===== src/rtl/ones_count_ctrl.sv =====
// Round-robin sequencer that counts set bits over a wrapping window of the SDR bank.
// Define ONES_COUNT_CTRL_THRESH_EN to add thresh_i / rsp_over_o threshold flagging.
module ones_count_ctrl #(
  parameter int NUM_REQ   = 2,
  parameter int NUM_WORDS = 32,
  parameter int WORD_W    = 32,
  localparam int AW = $clog2(NUM_WORDS),
  localparam int LW = AW + 1,
  localparam int IW = $clog2(NUM_REQ),
  localparam int CW = $clog2(NUM_WORDS * WORD_W) + 1
) (
  input  logic                  clk_i,
  input  logic                  rst_i,
  input  logic [NUM_REQ-1:0]    req_i,
  input  logic [NUM_REQ*AW-1:0] req_start_i,
  input  logic [NUM_REQ*LW-1:0] req_len_i,
  output logic [NUM_REQ-1:0]    gnt_o,
  output logic                  busy_o,
  output logic [AW-1:0]         rd_addr_o,
  input  logic [WORD_W-1:0]     rd_data_i,
  output logic                  rsp_valid_o,
  input  logic                  rsp_ready_i,
  output logic [IW-1:0]         rsp_id_o,
  output logic [CW-1:0]         rsp_count_o
`ifdef ONES_COUNT_CTRL_THRESH_EN
  ,
  input  logic [CW-1:0]         thresh_i,
  output logic                  rsp_over_o
`endif
);

  localparam int PW = $clog2(WORD_W) + 1;

  typedef enum logic [1:0] {
    ST_IDLE,
    ST_COUNT,
    ST_RESP
  } state_t;

  state_t r_state;
  state_t w_state_next;

  logic [NUM_REQ-1:0] r_gnt;
  logic [AW-1:0]      r_addr;
  logic [LW-1:0]      r_remain;
  logic [IW-1:0]      r_id;
  logic [CW-1:0]      r_acc;
  logic [IW-1:0]      r_rr_ptr;

  logic [AW-1:0]      w_start     [NUM_REQ];
  logic [LW-1:0]      w_len_clamp [NUM_REQ];
  logic [IW-1:0]      w_rot_idx   [NUM_REQ];
  logic [NUM_REQ-1:0] w_rot_req;
  logic               w_any;
  logic [IW-1:0]      w_win;
  logic               w_grant;
  logic               w_accept;
  logic [PW-1:0]      w_pop;

  // Slot gi of the rotated view is the requester gi+1 places after the pointer.
  for (genvar gi = 0; gi < NUM_REQ; gi++) begin : g_req
    logic [LW-1:0] w_len_raw;
    assign w_start[gi]     = req_start_i[gi*AW +: AW];
    assign w_len_raw       = req_len_i[gi*LW +: LW];
    assign w_len_clamp[gi] = (w_len_raw > LW'(NUM_WORDS)) ? LW'(NUM_WORDS) : w_len_raw;
    assign w_rot_idx[gi]   = IW'((int'(r_rr_ptr) + gi + 1) % NUM_REQ);
    assign w_rot_req[gi]   = req_i[w_rot_idx[gi]];
  end

  assign w_any = |w_rot_req;

  always_comb begin
    w_win = '0;
    for (int k = NUM_REQ - 1; k >= 0; k--) begin
      if (w_rot_req[k]) begin
        w_win = w_rot_idx[k];
      end
    end
  end

  always_comb begin
    w_pop = '0;
    for (int b = 0; b < WORD_W; b++) begin
      w_pop = w_pop + PW'(rd_data_i[b]);
    end
  end

  always_ff @(posedge clk_i or posedge rst_i) begin
    if (rst_i) begin
      r_state <= ST_IDLE;
    end else begin
      r_state <= w_state_next;
    end
  end

  always_comb begin
    w_state_next = r_state;
    w_grant      = 1'b0;
    w_accept     = 1'b0;
    busy_o       = 1'b0;
    rsp_valid_o  = 1'b0;
    rd_addr_o    = '0;
    unique case (r_state)
      ST_IDLE: begin
        if (w_any) begin
          w_grant      = 1'b1;
          w_state_next = (w_len_clamp[w_win] == '0) ? ST_RESP : ST_COUNT;
        end
      end
      ST_COUNT: begin
        busy_o    = 1'b1;
        rd_addr_o = r_addr;
        if (r_remain == LW'(1)) begin
          w_state_next = ST_RESP;
        end
      end
      ST_RESP: begin
        busy_o      = 1'b1;
        rsp_valid_o = 1'b1;
        if (rsp_ready_i) begin
          w_accept     = 1'b1;
          w_state_next = ST_IDLE;
        end
      end
      default: begin
        w_state_next = ST_IDLE;
      end
    endcase
  end

  always_ff @(posedge clk_i or posedge rst_i) begin
    if (rst_i) begin
      r_gnt    <= '0;
      r_addr   <= '0;
      r_remain <= '0;
      r_id     <= '0;
      r_acc    <= '0;
      r_rr_ptr <= IW'(NUM_REQ - 1);
    end else begin
      r_gnt <= '0;
      if (w_grant) begin
        r_gnt    <= {{(NUM_REQ-1){1'b0}}, 1'b1} << w_win;
        r_addr   <= w_start[w_win];
        r_remain <= w_len_clamp[w_win];
        r_id     <= w_win;
        r_acc    <= '0;
      end
      // The address counter is AW bits wide, so the window wraps to word 0 for free.
      if (r_state == ST_COUNT) begin
        r_acc    <= r_acc + CW'(w_pop);
        r_addr   <= r_addr + 1'b1;
        r_remain <= r_remain - 1'b1;
      end
      if (w_accept) begin
        r_rr_ptr <= r_id;
      end
    end
  end

  assign gnt_o       = r_gnt;
  assign rsp_id_o    = r_id;
  assign rsp_count_o = r_acc;

`ifdef ONES_COUNT_CTRL_THRESH_EN
  logic [CW-1:0] r_thresh;

  always_ff @(posedge clk_i or posedge rst_i) begin
    if (rst_i) begin
      r_thresh <= '0;
    end else if (w_grant) begin
      r_thresh <= thresh_i;
    end
  end

  assign rsp_over_o = (r_state == ST_RESP) && (r_acc > r_thresh);
`endif

endmodule


===== config.mk =====
export PLATFORM = sky130hd
export DESIGN_NAME = ones_count_ctrl
export DESIGN_NICKNAME = d
export VERILOG_FILES = /design/src/rtl/ones_count_ctrl.sv
export SDC_FILE = /design/constraint.sdc
export NUM_CORES = 1
export LEC_CHECK = 0
export ABC_AREA = 0
export BUFFER_PORTS_ARGS = -buffer_cell sky130_fd_sc_hd__buf_2
export CAP_MARGIN = 40
export CORE_MARGIN = 10
export CORE_UTILIZATION = 50
export DETAILED_ROUTE_END_ITERATION = 8
export PLACE_DENSITY = 0.78
export SLEW_MARGIN = 30
export SYNTH_ARGS = -nofsm -noshare
export SYNTH_HDL_FRONTEND = slang
export SYNTH_SLANG_ARGS = --single-unit

===== constraint.sdc =====
create_clock -name clk_i -period 9.2 [get_ports clk_i]
set_input_delay 0.92 -clock clk_i [delete_from_list [all_inputs] [get_ports clk_i]]
set_output_delay 0.92 -clock clk_i [all_outputs]
set_load 0.02 [all_outputs]

==> metrics.md <==
| Metric | Value |
|---|---|
| Most frequent cell after synthesis | inv_1 |
| Met3 usage | around 2.9% |
| Min Tclk post-route | 5.69 ns |
| GRT met2 Usage | a little under a quarter |
| WL/cell | 14.1 microns |
| RePlAce Congestion | slightly below 0.9 |
| Clock Latency Late Sink | between 0.2 and 0.3 ns |
| TritonCTS Sinks | 28 |
| Status | finished clean |
| Worst Clk Skew | 0.00503 ns |
| Vias in the first global route | between 2000 and 2500 |
| Setup violations, final | 0 |
| Worst path arrival time | 5.89 ns |
| Share of layout cells above drive strength 1 | roughly a quarter |
| Die Wd | roughly 93 microns |
| Sum Neg Setup Slack | 0 ns |
| Antenna fix cells | 0 |
| Mean Syn Cell Area | ~9.4 sq um |
| Postcts setup bufs | 0 |
| Hold Violations, Final | 0 |
| DR vias/cell | approximately 5.1 |
| CTS tree | yes |
| VDD IR max | 0.296 mV |
| Delay-heaviest family, CP | adder cells |
| Largest stage delay on the critical path | around 0.54 ns |
| Post-DRT Antenna Nets | 0 |
| Vias | 2198 |
| Pin count of the biggest net entering global routing | 29 |
| Ranking of synthesized cells by area | dfrtp_1 (26%), fa_1 (20%), ha_1 (9.9%), inv_1 (7.1%), mux2i_1 (4.2%) |
| FFs w/ async S/R, synth | 100% |
| CTS root buf | clkbuf_8 |
| Synth Register Bits | 28 |
| Ports | 80 |
| Layout area overhead | 19.0% |
| Post-CTS sizing | 0 |
| Synth Flop Type | dfrtp_1 |
| Clk buf depth | 2 |
| Most frequent CP cell | fa_1 |
| Die area | around 8600 sq um |
| Worst hold path type | reg -> reg |
| CP endpoint kind | register |
| Static leakage | about 1.7 nW |
| Required time worst endpoint | between 9 and 10 ns |
| Worst setup SP type | primary input |
| Post-synth net total | 387 |
| Initial Util | roughly 52% |
| Cell Pwr Density | about 430 nW/um^2 |
| Crit path kind | in -> reg |
| Initial antenna violation count | 0 |
| H-tree depth | 1 |
| Total GRT Usage | between 10% and 20% |
| Clock buffer count from CTS | 3 |
| WP buf/inv | 2 |
| Area of the core | between 5000 and 6000 sq um |
| Site row count | 26 |
| YS warnings | 0 |
| WHS | around 0.5 ns |
| Crit Path Max Fanout | 3 |
| DRC | 0 |
| Netlist cell types | 50 |
| RSZ-0062 raised after global routing | false |
| Final Cycle Share | 61.8% |
| Sequential fraction of the synthesis area | between 20% and 30% |
| Top cell type's share of synthesized area | 25.5% |
| Filler cell count | 448 |
| Fmax | around 180 MHz |
| DR pass1 iterations | 4 |
| Slew @ Worst Pin | around 0.75 ns |
| Port bufs | between 70 and 80 |
| Post-CTS Hold Fix Bufs | 0 |
| Area leader, netlist | dfrtp_1 |
| Grt total ovfl | 0 |
| Post-synth top cells | inv_1 (50), dfrtp_1 (27), fa_1 (26), ha_1 (21), nor2_1 (20) |
| Die height | approximately 93 microns |
| Met1 Use GR | 18.3% |
| Slew headroom | 50.1% |
| Post-Syn Instances | 281 |
| CP cell instances | buf_2 > fa_1 > inv_1 > fa_1 > fa_1 > fa_1 > fa_1 > fa_1 > fa_1 > fa_1 > nand2b_1 > a21oi_1 > o21ai_1 > a211oi_1 > mux2i_1 |
| Number of synthesized flops with an enable pin | 0 |
| Cell Area, Synth | 2650 sq um |
| DR iter-0 viols | roughly 140 |
| First-pass GRT wire length | between 10 and 15 mm |
| Global-route layer with the greatest usage | met2 |
| Detailed placement HPWL | roughly 5.0 mm |
| CP max stage cell | fa_1 |
| Layout Nets | 464 |
| Clk slew on worst S/H paths | roughly 0.090 ns |
| Max-Cap Viols | 0 |
| Total routed wirelength | around 6.0 mm |
| Slew Viols, Final | 0 |
cell families after synthesis:
| kind of cell | share of synthesized area (%) |
|---|---|
| adders and majority gates | 29.6 |
| muxes | 5.01 |
| AOI/OAI and AO/OA | 14.7 |
| and+or+nand+nor | 13.3 |
| buffers and inverters | 9.13 |
| xor gates and xnor gates | 1.66 |
| DFF | 26.5 |
sequential cells by signal (all words and copies together), names as in the netlist:
register / cells
gnt_o: 2
r_addr: 5
r_remain: 6
r_rr_ptr: 1
r_state: 2
rsp_count_o: 11
rsp_id_o: 1
routing by layer:
metal,vias up,wire length (microns)
met5,-,0
met3,5,300
met4,0,44
met1,1036,2760
met2,56,2910
li1,1101,-
metrics by stage:
step | worst slack, ns | std cells | area, sq um | util, % | total power [mW]
global route | 3.32 | 427 | 3150 | 61.6 | 1.51
global placement | 3.27 | 423 | 3090 | 60.6 | 1.24
floorplan | 3.49 | 281 | 2650 | - | 1.04
finish | 3.51 | 427 | 3150 | 61.6 | 1.34
CTS | 3.50 | 427 | 3150 | 61.6 | 1.35
detailed placement | 3.20 | 423 | 3090 | 60.6 | 1.27
path summary, 6_finish.rpt:
check / end / slack [ns] / startpoint / cells after the start
setup / recovery: rsp_count_o[8]$_DFFE_PP0P_ / 3.51 / rd_data_i[0] / 15
hold / removal: rsp_count_o[10]$_DFFE_PP0P_ / 0.49 / rsp_count_o[10]$_DFFE_PP0P_ / 1
setup reg to reg: rsp_count_o[8]$_DFFE_PP0P_ / 4.32 / rsp_count_o[0]$_DFFE_PP0P_ / 13
hold reg to reg: rsp_count_o[10]$_DFFE_PP0P_ / 0.49 / rsp_count_o[10]$_DFFE_PP0P_ / 1
max in group asynchronous: r_rr_ptr$_DFFE_PP1P_ / 8.13 / rst_i / 2
min in group asynchronous: r_addr[0]$_DFFE_PP0P_ / 0.69 / rst_i / 2
cell usage in the layout, fill, tap and decap left out, types with 2 or more instances in the layout:
cell,synthesis,layout
inv_1,50,49
nand2b_1,3,3
o211ai_1,2,2
nor3_1,2,2
and2_1,5,5
ha_1,21,21
o21a_1,2,2
mux2_2,2,2
xnor2_1,2,2
a31oi_1,6,6
o311ai_0,2,2
nor4_1,2,2
nand2_1,19,19
buf_4,1,2
fa_1,26,26
o21ai_0,10,10
nand3_1,8,8
nor2_1,20,20
mux2i_1,11,11
buf_2,2,79
dfrtp_1,27,27
a211oi_1,4,4
o221ai_1,2,2
nor3b_1,5,5
or4_1,2,2
xor2_1,3,3
o22ai_1,5,5
clkbuf_8,1,4
a21oi_1,10,10
a22o_1,2,2
cell type report:
type | count | area [sq um] | area share (%)
flip-flops and latches | 28 | 702 | 22.3
well taps | 70 | 87.6 | 2.78
repair buffers | 81 | 410 | 13.0
clock buffers | 4 | 55.1 | 1.75
multi-input cells | 193 | 1700 | 54.1
inverters | 51 | 191 | 6.08
power breakdown:
part | internal, mW | switching (mW) | leakage, nW
logic | 0.463 | 0.582 | 1.28
clock network | 0.0383 | 0.0380 | 0.0288
registers | 0.177 | 0.0422 | 0.356
total | 0.678 | 0.662 | 1.67
worst reg2reg max path, stage by stage, from the launching register on:
cell      delay, ns
dfrtp_1        0.39
inv_1          0.08
fa_1           0.56
fa_1           0.45
fa_1           0.50
fa_1           0.54
fa_1           0.43
fa_1           0.45
fa_1           0.40
nand2b_1       0.19
a21oi_1        0.18
o21ai_1        0.14
a211oi_1       0.28
mux2i_1        0.23
(Power assumes the default switching activity.)
